<file path="src/rtl/alu_pkg.sv">
// Shared opcode, FSM state and flag definitions for the multi-cycle ALU.
package alu_pkg;

  typedef enum logic [2:0] {
    OP_ADD    = 3'b000,
    OP_SUB    = 3'b001,
    OP_AND    = 3'b010,
    OP_PASS_B = 3'b011,
    OP_OR     = 3'b100,
    OP_XOR    = 3'b101,
    OP_SHL    = 3'b110,
    OP_MUL    = 3'b111
  } alu_op_e;

  typedef enum logic [1:0] {
    IDLE = 2'd0,
    BUSY = 2'd1,
    HOLD = 2'd2
  } state_e;

  typedef struct packed {
    logic zero;
    logic carry;
    logic neg;
    logic ovf;
  } flags_t;

endpackage

</file>
<file path="src/rtl/alu_mul_iter.sv">
// Iterative shift-add unsigned multiplier: one partial product per cycle, WIDTH cycles.
module alu_mul_iter #(
  parameter int WIDTH = 8
) (
  input  logic               clk,
  input  logic               rst,
  input  logic               start,
  input  logic [WIDTH-1:0]   a,
  input  logic [WIDTH-1:0]   b,
  output logic               done,
  output logic [2*WIDTH-1:0] product
);
  import alu_pkg::*;

  localparam int CW = (WIDTH > 1) ? $clog2(WIDTH) : 1;
  localparam logic [CW-1:0] LAST = CW'(WIDTH - 1);

  logic               busy_q, busy_d;
  logic [CW-1:0]      count_q, count_d;
  logic [2*WIDTH-1:0] acc_q, acc_d;
  logic [2*WIDTH-1:0] mcand_q, mcand_d;
  logic [WIDTH-1:0]   mplier_q, mplier_d;
  logic [2*WIDTH-1:0] acc_step;

  // done and product are combinational so the caller can latch the final sum on the last step edge
  always_comb begin
    acc_step = acc_q + (mplier_q[0] ? mcand_q : '0);
    done     = busy_q && (count_q == LAST);
    product  = acc_step;
    busy_d   = busy_q;
    count_d  = count_q;
    acc_d    = acc_q;
    mcand_d  = mcand_q;
    mplier_d = mplier_q;
    if (start) begin
      busy_d   = 1'b1;
      count_d  = '0;
      acc_d    = '0;
      mcand_d  = {{WIDTH{1'b0}}, a};
      mplier_d = b;
    end else if (busy_q) begin
      acc_d    = acc_step;
      mcand_d  = mcand_q << 1;
      mplier_d = mplier_q >> 1;
      count_d  = count_q + 1'b1;
      if (done) begin
        busy_d = 1'b0;
      end
    end
  end

  always_ff @(posedge clk or posedge rst) begin
    if (rst) begin
      busy_q   <= 1'b0;
      count_q  <= '0;
      acc_q    <= '0;
      mcand_q  <= '0;
      mplier_q <= '0;
    end else begin
      busy_q   <= busy_d;
      count_q  <= count_d;
      acc_q    <= acc_d;
      mcand_q  <= mcand_d;
      mplier_q <= mplier_d;
    end
  end

endmodule

</file>
<file path="src/rtl/alu_mc.sv">
// Multi-cycle ALU: single-cycle ops finish in one cycle, MUL iterates; result held until handshake.
module alu_mc
  import alu_pkg::*;
#(
  parameter int WIDTH = 8
) (
  input  logic             clk,
  input  logic             rst,
  input  logic             in_valid,
  output logic             in_ready,
  input  logic [WIDTH-1:0] a,
  input  logic [WIDTH-1:0] b,
  input  logic [2:0]       alu_op,
  output logic             out_valid,
  input  logic             out_ready,
  output logic [WIDTH-1:0] result,
  output logic             zero_flag,
  output logic             carry_flag,
  output logic             neg_flag,
  output logic             ovf_flag
);

  localparam int SW = (WIDTH > 1) ? $clog2(WIDTH) : 1;

  state_e             state_q, state_d;
  logic [WIDTH-1:0]   result_q, result_d;
  flags_t             flags_q, flags_d;

  alu_op_e            op;
  logic [WIDTH:0]     sum;
  logic [WIDTH:0]     diff;
  logic [WIDTH:0]     shl_ext;
  logic [WIDTH-1:0]   alu_res;
  logic               alu_carry;
  logic               alu_ovf;
  logic               mul_start;
  logic               mul_done;
  logic [2*WIDTH-1:0] mul_product;

  assign op        = alu_op_e'(alu_op);
  assign in_ready  = (state_q == IDLE) && !rst;
  assign out_valid = (state_q == HOLD);

  alu_mul_iter #(.WIDTH(WIDTH)) u_mul (
    .clk     (clk),
    .rst     (rst),
    .start   (mul_start),
    .a       (a),
    .b       (b),
    .done    (mul_done),
    .product (mul_product)
  );

  // The extra top bit of shl_ext catches the last bit shifted out; it stays 0 for a zero shift.
  always_comb begin
    sum       = {1'b0, a} + {1'b0, b};
    diff      = {1'b0, a} - {1'b0, b};
    shl_ext   = {1'b0, a} << b[SW-1:0];
    alu_res   = '0;
    alu_carry = 1'b0;
    alu_ovf   = 1'b0;
    case (op)
      OP_ADD: begin
        alu_res   = sum[WIDTH-1:0];
        alu_carry = sum[WIDTH];
        alu_ovf   = (a[WIDTH-1] == b[WIDTH-1]) && (sum[WIDTH-1] != a[WIDTH-1]);
      end
      OP_SUB: begin
        alu_res   = diff[WIDTH-1:0];
        alu_carry = diff[WIDTH];
        alu_ovf   = (a[WIDTH-1] != b[WIDTH-1]) && (diff[WIDTH-1] != a[WIDTH-1]);
      end
      OP_AND:    alu_res = a & b;
      OP_PASS_B: alu_res = b;
      OP_OR:     alu_res = a | b;
      OP_XOR:    alu_res = a ^ b;
      OP_SHL: begin
        alu_res   = shl_ext[WIDTH-1:0];
        alu_carry = shl_ext[WIDTH];
      end
      default: alu_res = '0;
    endcase
  end

  always_comb begin
    state_d   = state_q;
    result_d  = result_q;
    flags_d   = flags_q;
    mul_start = 1'b0;
    case (state_q)
      IDLE: begin
        if (in_valid && in_ready) begin
          if (op == OP_MUL) begin
            mul_start = 1'b1;
            state_d   = BUSY;
          end else begin
            result_d      = alu_res;
            flags_d.zero  = (alu_res == '0);
            flags_d.carry = alu_carry;
            flags_d.neg   = alu_res[WIDTH-1];
            flags_d.ovf   = alu_ovf;
            state_d       = HOLD;
          end
        end
      end
      BUSY: begin
        if (mul_done) begin
          result_d      = mul_product[WIDTH-1:0];
          flags_d.zero  = (mul_product[WIDTH-1:0] == '0);
          flags_d.carry = |mul_product[2*WIDTH-1:WIDTH];
          flags_d.neg   = mul_product[WIDTH-1];
          flags_d.ovf   = 1'b0;
          state_d       = HOLD;
        end
      end
      HOLD: begin
        if (out_ready) begin
          state_d = IDLE;
        end
      end
      default: state_d = IDLE;
    endcase
  end

  always_ff @(posedge clk or posedge rst) begin
    if (rst) begin
      state_q  <= IDLE;
      result_q <= '0;
      flags_q  <= '0;
    end else begin
      state_q  <= state_d;
      result_q <= result_d;
      flags_q  <= flags_d;
    end
  end

  assign result     = result_q;
  assign zero_flag  = flags_q.zero;
  assign carry_flag = flags_q.carry;
  assign neg_flag   = flags_q.neg;
  assign ovf_flag   = flags_q.ovf;

endmodule

</file>
<file path="config.mk">
export PLATFORM = sky130hd
export DESIGN_NAME = alu_mc
export DESIGN_NICKNAME = d
export VERILOG_FILES = /design/src/rtl/alu_pkg.sv /design/src/rtl/alu_mul_iter.sv /design/src/rtl/alu_mc.sv
export SDC_FILE = /design/constraint.sdc
export NUM_CORES = 1
export LEC_CHECK = 0
export CAP_MARGIN = 20
export CORE_MARGIN = 4
export CORE_UTILIZATION = 50
export CTS_CLUSTER_DIAMETER = 100
export DETAILED_ROUTE_END_ITERATION = 10
export PLACE_DENSITY_LB_ADDON = 0.05
export SETUP_SLACK_MARGIN = 0.1
export SLEW_MARGIN = 10
export SYNTH_ARGS = -nofsm -noshare
export SYNTH_HDL_FRONTEND = slang
export SYNTH_SLANG_ARGS = --single-unit
</file>
<file path="constraint.sdc">
create_clock -name clk -period 4.15 [get_ports clk]
set_input_delay 1.245 -clock clk [delete_from_list [all_inputs] [get_ports clk]]
set_output_delay 1.245 -clock clk [all_outputs]
set_load 0.005 [all_outputs]
</file>
Word-level counts from Yosys, hierarchy flattened. Index checks and enable logic that the tools add are counted.

Equality and inequality tests: 18. Add/subtract/negate cells: 4. Reduce and logical (&&, ||, !) cells: 15. Shift-type cells: 1. Mux-type cells: 31. Bitwise operators: 3.

Operators with widths (count): 16-bit 2-to-1 mux (5); 8-bit one-hot mux with 7 select lines (1); 8-bit 2-to-1 mux (5); 16-bit adder (1); 8-bit logical NOT (2); 8-bit one-hot mux with 2 select lines (1); 3-bit equality test, second input constant (5); 4-bit 2-to-1 mux (3); 8-bit by 8-bit adder with 9-bit output (1); 8-bit by 3-bit << shifter with 9-bit output (1); 8-bit by 8-bit subtractor with 9-bit output (1); 8-bit AND (1); 2-bit 2-to-1 mux (4); 8-bit bitwise OR (1); 4-bit one-hot mux with 2 select lines (1); 8-bit OR reduction (1); 8-bit bitwise XOR (1); 3-bit by 2-bit equality test with 1-bit output, second input constant (2); 1-bit 2-to-1 mux (6); 3-bit 2-to-1 mux (2); 2-bit one-hot mux with 3 select lines (1); 1-bit logical AND (5); 2-bit by 1-bit != test with 1-bit output, second input constant (2); 2-bit != test, second input constant (2); other kinds (14) (17).

Register bits: 58.

Logic depth before layout (Yosys ltp). Gate-level depths: netlist of the first run.

Depth after elaboration: 7. Depth in mapped cells: 11. Gate-level depth less buffers: 10.

Hierarchy. Synthesis of the first run repeated with hierarchy kept, for this count alone.

Cells, all modules: 574. Area, all modules: 4992.3 um^2.

By module, submodules not included: alu_mul_iter (cells each 289, times used 1, seq. area each 1101.1 um^2, area each 2766.4 um^2); alu_mc (cells each 285, times used 1, seq. area each 325.3 um^2, area each 2225.9 um^2).

Worst setup path before layout of the first run. Ideal clock, no wire load.

Kind: input to register. From: input port b[1]. To: register flags_q (netlist bit zero_flag). Cell stages on the path: 10. Required time: 4076 ps. Slack: 516 ps. Setup time: 74 ps. Data arrival time: 3560 ps. Cell sequence: clkbuf_1 inv_2 ha_1 o21bai_1 a221oi_4 a2111oi_2 o211a_1 or3_1 o41a_1 o21ai_2.

Longest elaborated chain between the ends: 6. Elaborated cells on any way between the ends: 11. Those cells by class: add/sub (2); shift (1); mux (4); bitwise (3); reduce/logical (1).

RTL lines: start, declared (line alu_mc.sv:12) `input logic [WIDTH-1:0] b,`; 8-bit by 8-bit subtractor with 9-bit output, or another cell as far along (line alu_mc.sv:57) `diff = {1'b0, a} - {1'b0, b};`; 8-bit one-hot mux with 7 select lines * (line alu_mc.sv:62) `case (op)`; 8-bit logical NOT * (line alu_mc.sv:98) `flags_d.zero = (alu_res == '0);`; 4-bit 2-to-1 mux * (line alu_mc.sv:93) `if (op == OP_MUL) begin`; 4-bit 2-to-1 mux * (line alu_mc.sv:92) `if (in_valid && in_ready) begin`; 4-bit one-hot mux with 2 select lines * (line alu_mc.sv:90) `case (state_q)`; end signal, assigned (line alu_mc.sv:133) `flags_q <= flags_d;`; end, declared (line alu_mc.sv:27) `flags_t flags_q, flags_d;`.

Every way passes the cells marked *; elsewhere a longest branch is shown, timed or not. The select of a mux whose other input is x is not followed. A chain may end at the register's enable or synchronous reset.

Worst setup path after layout of the first run.
From: input port a[0]. To: register flags_q (netlist bit zero_flag).

Longest elaborated chain between the ends: 6. Elaborated cells on any way between the ends: 11. Those cells by class: add/sub (2); shift (1); mux (4); bitwise (3); reduce/logical (1).

RTL lines: start, declared (line alu_mc.sv:11) `input logic [WIDTH-1:0] a,`; 8-bit by 8-bit subtractor with 9-bit output, or another cell as far along (line alu_mc.sv:57); 8-bit one-hot mux with 7 select lines * (line alu_mc.sv:62); 8-bit logical NOT * (line alu_mc.sv:98); 4-bit 2-to-1 mux * (line alu_mc.sv:93); 4-bit 2-to-1 mux * (line alu_mc.sv:92); 4-bit one-hot mux with 2 select lines * (line alu_mc.sv:90).

Marked as above.

==> results of run 1 <==
-- worst max-delay path, stage by stage --
cell                              delay (ps)
sky130_fd_sc_hd__clkdlybuf4s50_1         540
sky130_fd_sc_hd__inv_1                    90
sky130_fd_sc_hd__ha_1                    230
sky130_fd_sc_hd__fa_1                    410
sky130_fd_sc_hd__o21bai_1                190
sky130_fd_sc_hd__a21oi_1                 120
sky130_fd_sc_hd__or3_1                   380
sky130_fd_sc_hd__a31o_2                  220
sky130_fd_sc_hd__a31o_2                  250
sky130_fd_sc_hd__o41a_1                  420
sky130_fd_sc_hd__o21ai_2                 110
-- layout make-up --
type                            count  share of cell area
Tap cell                          133              0.0279
Clock buffer                       12              0.0260
Clock inverter                      4             0.00860
Sequential cell                    57               0.239
Multi-Input combinational cell    471               0.559
Timing Repair Buffer               77               0.116
Inverter                           36              0.0227
-- state kept, by name, summed over array words and instances (netlist names) --
| name | cells |
|---|---|
| u_mul.count_q | 3 |
| u_mul.busy_q | 1 |
| u_mul.mcand_q | 16 |
| state_q | 2 |
| carry_flag | 1 |
| ovf_flag | 1 |
| result | 8 |
| u_mul.mplier_q | 8 |
| zero_flag | 1 |
| u_mul.acc_q | 16 |
-- path summary, 6_finish.rpt --
kind,end,cells after the start
worst max-delay path,zero_flag,11
worst min-delay path,result[4],2
worst max register to register,carry_flag,10
worst min register to register,result[4],2
max in group asynchronous,u_mul.busy_q,3
min in group asynchronous,result[0],2
-- layout by cell type (no fill, tap or decap), types with 16 or more instances in the layout --
cell type / netlist / final
sky130_fd_sc_hd__nand2_1: 52 / 52
sky130_fd_sc_hd__buf_4: 1 / 39
sky130_fd_sc_hd__a21oi_1: 28 / 28
sky130_fd_sc_hd__inv_1: 34 / 33
sky130_fd_sc_hd__nor3_1: 20 / 20
sky130_fd_sc_hd__nor2_1: 57 / 56
sky130_fd_sc_hd__dfrtp_1: 57 / 56
sky130_fd_sc_hd__o21ai_0: 38 / 38
sky130_fd_sc_hd__clkdlybuf4s50_1: 0 / 36
sky130_fd_sc_hd__nand3_1: 16 / 16
sky130_fd_sc_hd__mux2i_1: 42 / 42
sky130_fd_sc_hd__and2_1: 16 / 16
sky130_fd_sc_hd__ha_1: 42 / 42
-- power by group through the flow --
stage	clock, uW	sequential [uW]	combinational [uW]
global placement	0	943	1440
detailed placement	0	948	1470
CTS	559	938	1480
global route	589	971	1650
finish	546	939	1480
floorplan	0	897	1070
-- metrics by stage --
step | utilization | power, uW
detailed placement | 0.586 | 2420
global placement | 0.586 | 2380
CTS | 0.607 | 2980
floorplan | - | 1970
global route | 0.607 | 3210
finish | 0.607 | 2960
-- metal layers --
metal,track usage,wire [microns],up-vias,part of all wire
met5,0,0,-,0
met4,0.0685,223,0,0.016
met3,0.0448,750,22,0.055
met2,0.366,6040,129,0.45
met1,0.346,6510,2203,0.48
li1,-,-,2266,-
-- logic make-up after synthesis --
logic type,after synthesis,synth area share
flip-flops,57,0.283
multiplexers,47,0.0989
AND/OR/NAND/NOR,212,0.208
XOR/XNOR,15,0.0260
adder cells (fa/ha/maj),45,0.116
AO/OA/AOI/OAI,152,0.210
buffers and inverters,70,0.0583
==> load_flow_metrics.sql, run 1 <==
INSERT INTO impl_metrics (metric_group, metric, value, unit) VALUES
('sta', 'max_clock_freq', '0.255', 'GHz'),
('logic_synthesis', 'ys_top_cells_by_count', 'sky130_fd_sc_hd__dfrtp_1, sky130_fd_sc_hd__nor2_1, sky130_fd_sc_hd__nand2_1, sky130_fd_sc_hd__ha_1, sky130_fd_sc_hd__mux2i_1', ''),
('flow_run', 'max_cap_viol_count', '0', ''),
('sta', 'max-slew-margin-rel', '0.530', ''),
('logic_synthesis', 'postSynthRegisterBits', '57', ''),
('routing', 'drt_wl_total', '13.5', 'mm'),
('logic_synthesis', 'postSynthNetCount', '666', ''),
('pwr', 'power_density', '497', 'nW/um^2'),
('sta', 'skew_final', '10.3', 'ps'),
('logic_synthesis', 'mappedNetlistArea', '5050', 'sq um'),
('setup_path', 'timing.critical_path.required', '4420', 'ps'),
('layout', 'flow.area_growth_from_synthesis', '18.2', '%'),
('logic_synthesis', 'yosys.area.top_type', 'sky130_fd_sc_hd__dfrtp_1', ''),
('sta', 'accumulated_negative_setup_slack', '0', 'ps'),
('sta', 'finalHoldViolations', '0', ''),
('routing', 'detail_route.wl_per_cell', '17.1', 'microns'),
('pwr', 'power.net_switching', '1210', 'uW'),
('logic_synthesis', 'synth_seq_area_share', '0.283', ''),
('routing', 'num_vias', '4620', ''),
('setup_path', 'crit_path_max_fanout', '4', ''),
('sta', 'grt_setup_unrepaired', 'no', ''),
('sta', 'period_share', '0.945', ''),
('placed_design', 'detailed_place_hpwl', '10.3', 'mm'),
('global_routing', 'antenna_found_initial', '0', ''),
('routing', 'detailedRoute.firstPassIterationCount', '5', ''),
('routing', 'avgViaCountPerCell', '5.85', ''),
('clock_tree', 'clock_latency_on_the_worst_skew_pair', '340', 'ps'),
('placed_design', 'place_congestion', '0.933', ''),
('clock_tree', 'clock_pin_transition_on_the_worst_setup_and_hold_timing_paths', '70', 'ps'),
('sta', 'setup_ws', '229', 'ps'),
('placed_design', 'placedCellCount', '774', ''),
('layout', 'postLayoutCellArea', '5960', 'sq um'),
('pwr', 'total_leakage_power', '0.00267', 'uW'),
('floorplan', 'fp.dieW', '108', 'microns'),
('layout', 'antenna_diodes', '0', ''),
('global_routing', 'grt_start_max_net_pins', '50', ''),
('floorplan', 'die_h', '108', 'microns'),
('global_routing', 'grt_first_pass_wirelength', '22.4', 'mm'),
('min_path', 'hold_class', 'reg -> reg', ''),
('layout', 'multiInputGateArea', '3330', 'sq um'),
('global_routing', 'track_usage', '0.240', ''),
('routing', 'drt.antenna.violating_nets', '0', ''),
('run_status', 'result_of_the_run', 'finished, final reports clean', ''),
('floorplan', 'die_area', '11800', 'sq um'),
('logic_synthesis', 'postSynthCellCount', '598', ''),
('layout', 'nNetsFinal', '720', ''),
('logic_synthesis', 'synth-edff-count', '0', ''),
('min_path', 'timing.hold.worst.start', 'result[4]', ''),
('logic_synthesis', 'synth_area_leaders', 'sky130_fd_sc_hd__dfrtp_1, sky130_fd_sc_hd__ha_1, sky130_fd_sc_hd__mux2i_1', ''),
('routing', 'drc', '0', ''),
('sta', 'finalSetupViolations', '0', ''),
('layout', 'seq_area', '1430', 'sq um'),
('floorplan', 'start_util', '0.514', ''),
('logic_synthesis', 'ys.warnings.count', '0', ''),
('setup_path', 'worst_setup_path_startpoint', 'a[0]', ''),
('pwr', 'pwr-share-clk', '0.184', ''),
('logic_synthesis', 'ys_types', '72', ''),
('setup_path', 'reg2reg_slack', '740', 'ps'),
('clock_tree', 'clock_tree_from_tritoncts', 'done', ''),
('pwr', 'switching_share', '0.407', ''),
('clock_tree', 'hold_buf_count_cts', '0', ''),
('clock_tree', 'ctsHtreeMaxLevel', '3', ''),
('clock_tree', 'clk_root_buffer_cell', 'sky130_fd_sc_hd__clkbuf_8', ''),
('layout', 'layout_cells_sized_above_1', '0.123', ''),
('logic_synthesis', 'synth_top_flop_cell', 'sky130_fd_sc_hd__dfrtp_1', ''),
('pwr', 'power.share.sequential', '0.317', ''),
('layout', 'final_cell_count_no_fill', '790', ''),
('clock_tree', 'clock_path_buffers', '2', ''),
('pwr', 'p_int', '1760', 'uW'),
('floorplan', 'coreArea', '9820', 'sq um'),
('setup_path', 'timing.critical_path.to_type', 'flip-flop', '');
No activity file was read; power rests on OpenSTA's default activity.
==> inputs of run 2 (changes only) <==
- ABC_AREA: not set -> 1
==> run 2 against run 1 <==
Against the previous run:
- sequential power down 2%
- cell count grew 19%
- hold slack improved by 8.0 ps
- clock skew grew 5.5 ps
- global-route usage is 2.4 points higher
- register-to-register slack better by 650 ps
- largest cell class unchanged
- largest power group unchanged
==> load_flow_metrics.sql, run 2 <==
INSERT INTO impl_metrics (metric_group, metric, value, unit) VALUES
('logic_synthesis', 'synth_top_area_share', '0.277', ''),
('layout', 'final_cell_count_no_fill', '943', ''),
('clock_tree', 'clock_latency_on_the_worst_skew_pair', '350', 'ps'),
('layout', 'nNetsFinal', '873', ''),
('logic_synthesis', 'postSynthRegisterBits', '57', ''),
('logic_synthesis', 'mappedNetlistArea', '5150', 'sq um'),
('pwr', 'power.share.sequential', '0.345', ''),
('clock_tree', 'ctsHtreeMaxLevel', '3', ''),
('clock_tree', 'cts.sinks', '57', ''),
('logic_synthesis', 'ys_top_cells_by_count', 'sky130_fd_sc_hd__nand2_1, sky130_fd_sc_hd__inv_1, sky130_fd_sc_hd__nor2_1, sky130_fd_sc_hd__nand3_1, sky130_fd_sc_hd__dfrtp_1', ''),
('min_path', 'hold_class', 'reg -> reg', ''),
('clock_tree', 'clock_path_buffers', '2', ''),
('floorplan', 'design.portCount', '37', ''),
('placed_design', 'placedCellCount', '927', ''),
('pwr', 'vdd.ir_drop.worst', '0.000359', 'V'),
('sta', 'skew_final', '15.9', 'ps'),
('global_routing', 'grt_first_pass_wirelength', '24.5', 'mm'),
('pwr', 'power.net_switching', '1150', 'uW'),
('sta', 'finalHoldViolations', '0', ''),
('logic_synthesis', 'ys_types', '38', ''),
('pwr', 'power_density', '463', 'nW/um^2'),
('logic_synthesis', 'synth_seq_area_share', '0.277', ''),
('layout', 'mostFrequentLayoutCells', 'sky130_fd_sc_hd__nand2_1, sky130_fd_sc_hd__inv_1, sky130_fd_sc_hd__nor2_1', ''),
('layout', 'antenna_diodes', '0', ''),
('placed_design', 'detailed_place_hpwl', '11.7', 'mm'),
('floorplan', 'num_rows', '36', ''),
('layout', 'postLayoutCellArea', '5780', 'sq um'),
('global_routing', 'grt-ovfl-total', '0', ''),
('logic_synthesis', 'async_flop_share', '1.00', ''),
('routing', 'drc', '0', ''),
('routing', 'drt.antenna.violating_nets', '0', ''),
('placed_design', 'place_congestion', '0.967', ''),
('global_routing', 'track_usage', '0.264', ''),
('sta', 'final.min_clock_period', '3780', 'ps'),
('logic_synthesis', 'synth.avg_cell_area', '6.66', 'sq um'),
('sta', 'max-slew-margin-rel', '0.334', ''),
('clock_tree', 'hold_buf_count_cts', '0', ''),
('layout', 'flow.area_growth_from_synthesis', '12.3', '%'),
('logic_synthesis', 'postSynthCellCount', '774', ''),
('global_routing', 'grt_pass1_vias', '4842', ''),
('floorplan', 'coreArea', '9910', 'sq um'),
('run_status', 'result_of_the_run', 'finished, final reports clean', ''),
('logic_synthesis', 'synth-edff-count', '0', ''),
('routing', 'drt_iter0_drc', '524', ''),
('setup_path', 'crit_path_max_fanout', '3', ''),
('logic_synthesis', 'yosys.area.top_type', 'sky130_fd_sc_hd__dfrtp_1', ''),
('floorplan', 'fp.dieW', '110', 'microns'),
('flow_run', 'max_cap_viol_count', '0', ''),
('floorplan', 'die_area', '12000', 'sq um'),
('clock_tree', 'clock_pin_transition_on_the_worst_setup_and_hold_timing_paths', '70', 'ps'),
('routing', 'avgViaCountPerCell', '5.49', ''),
('setup_path', 'critPathArrivalTime', '2530', 'ps'),
('layout', 'most_common_library_cell_in_the_layout_ignoring_fill_and_taps', 'sky130_fd_sc_hd__nand2_1', ''),
('setup_path', 'timing.critical_path.to_type', 'output port', ''),
('logic_synthesis', 'postSynthNetCount', '842', ''),
('logic_synthesis', 'ys.warnings.count', '0', ''),
('logic_synthesis', 'synth_top_flop_cell', 'sky130_fd_sc_hd__dfrtp_1', ''),
('clock_tree', 'postCtsSetupRepairBufs', '0', ''),
('sta', 'period_share', '0.910', ''),
('clock_tree', 'post_cts_resized', '0', ''),
('logic_synthesis', 'synth_area_leaders', 'sky130_fd_sc_hd__dfrtp_1, sky130_fd_sc_hd__nand2_1, sky130_fd_sc_hd__ha_1', ''),
('floorplan', 'start_util', '0.520', ''),
('pwr', 'p_int', '1530', 'uW'),
('floorplan', 'die_h', '110', 'microns'),
('sta', 'max_clock_freq', '0.265', 'GHz'),
('routing', 'num_vias', '5175', ''),
('routing', 'drt_wl_total', '14.8', 'mm'),
('routing', 'detail_route.wl_per_cell', '15.7', 'microns'),
('layout', 'layout_cells_sized_above_1', '0.0617', ''),
('global_routing', 'grt_start_max_net_pins', '46', ''),
('pwr', 'power_frac_comb', '0.446', ''),
('placed_design', 'placed_cell_area', '5580', 'sq um'),
('pwr', 'pwr-share-clk', '0.209', ''),
('setup_path', 'timing.critical_path.required', '2900', 'ps'),
('sta', 'slew_violations', '0', ''),
('setup_path', 'crit_path_start_kind', 'input pin', ''),
('clock_tree', 'clk_root_buffer_cell', 'sky130_fd_sc_hd__clkbuf_8', ''),
('clock_tree', 'tritoncts.num_buffers', '9', ''),
('logic_synthesis', 'yosys.cell_count.top_type', 'sky130_fd_sc_hd__nand2_1', ''),
('sta', 'finalSetupViolations', '0', ''),
('sta', 'accumulated_negative_setup_slack', '0', 'ps'),
('routing', 'detailedRoute.firstPassIterationCount', '5', ''),
('layout', 'reg.largest.list', 'u_mul.acc_q: 16 flops, u_mul.mcand_q: 16 flops', ''),
('setup_path', 'critical_path_class', 'in -> out', ''),
('sta', 'max_slew.worst_pin.slew', '998', 'ps'),
('global_routing', 'antenna_found_initial', '0', ''),
('sta', 'grt_setup_unrepaired', 'no', ''),
('pwr', 'switching_share', '0.430', ''),
('clock_tree', 'clock_tree_from_tritoncts', 'done', ''),
('placed_design', 'place.port_buffers', '36', ''),
('pwr', 'total_leakage_power', '0.00307', 'uW');
run 2: cell count changes in the layout (fill, tap and decap cells not counted), moves of 8 or more:
cell,delta
sky130_fd_sc_hd__a22o_1,+9
sky130_fd_sc_hd__and2_1,-16
sky130_fd_sc_hd__buf_4,-28
sky130_fd_sc_hd__inv_1,+69
sky130_fd_sc_hd__mux2i_1,-42
sky130_fd_sc_hd__nand2_1,+175
sky130_fd_sc_hd__nand2b_1,-8
sky130_fd_sc_hd__nand3_1,+56
sky130_fd_sc_hd__nand4_1,+14
sky130_fd_sc_hd__nor2_1,+21
sky130_fd_sc_hd__nor2b_1,-9
sky130_fd_sc_hd__nor3_1,-17
run 2: logic make-up after synthesis:
kind of cell / share of synthesized area
compound gates: 0.127
flops: 0.277
simple gates: 0.354
buf+inv: 0.118
fa+ha+maj: 0.114
xor+xnor: 0.0102
run 2: path summary, 6_finish.rpt:
| path | from | endpoint | slack, ps | cells after the start |
|---|---|---|---|---|
| max | rst | in_ready | 370 | 3 |
| min | result[1] | result[1] | 490 | 2 |
| max reg2reg | u_mul.mplier_q[0] | carry_flag | 1390 | 16 |
| min reg2reg | result[1] | result[1] | 490 | 2 |
| max in group asynchronous | rst | u_mul.mcand_q[6] | 2070 | 3 |
| min in group asynchronous | rst | result[0] | 1230 | 2 |
run 2: final cells by class:
cell class                      instances  area [sq um]
Clock inverter                          7          81.3
Clock buffer                            9           124
Sequential cell                        57          1430
Multi-Input combinational cell        578          3120
Inverter                              112           425
Tap cell                              133           166
Fill cell                            1009          4130
Timing Repair Buffer                   47           443
run 2: power by group through the flow:
stage / combinational, uW / clock [uW] / sequential (uW)
after floorplan: 871 / 0 / 887
after global placement: 1170 / 0 / 923
after detailed placement: 1190 / 0 / 932
after CTS: 1200 / 565 / 921
after global routing: 1360 / 594 / 950
final: 1200 / 559 / 924
run 2: worst max-delay path, stage by stage:
cell and delay (ps):
sky130_fd_sc_hd__clkdlybuf4s50_1 470, sky130_fd_sc_hd__nor3_4 270, sky130_fd_sc_hd__clkdlybuf4s50_1 550
run 2: layer usage:
| metal | global-route usage | vias to the layer above | wire length [microns] |
|---|---|---|---|
| met3 | 0.0482 | 20 | 1080 |
| met4 | 0.0712 | 0 | 257 |
| met2 | 0.401 | 194 | 6440 |
| met1 | 0.384 | 2389 | 7050 |
| li1 | - | 2572 | - |
| met5 | 0 | - | 0 |
run 2: per-stage QoR:
stage          utilization  worst slack [ps]  hold slack [ps]  power [uW]
2_1_floorplan            -              1380              453        1760
3_3_place_gp         0.563               393              465        2090
3_5_place_dp         0.563               365              477        2120
4_1_cts              0.584               355              495        2690
5_1_grt              0.584               297              526        2900
6_report             0.584               373              490        2680
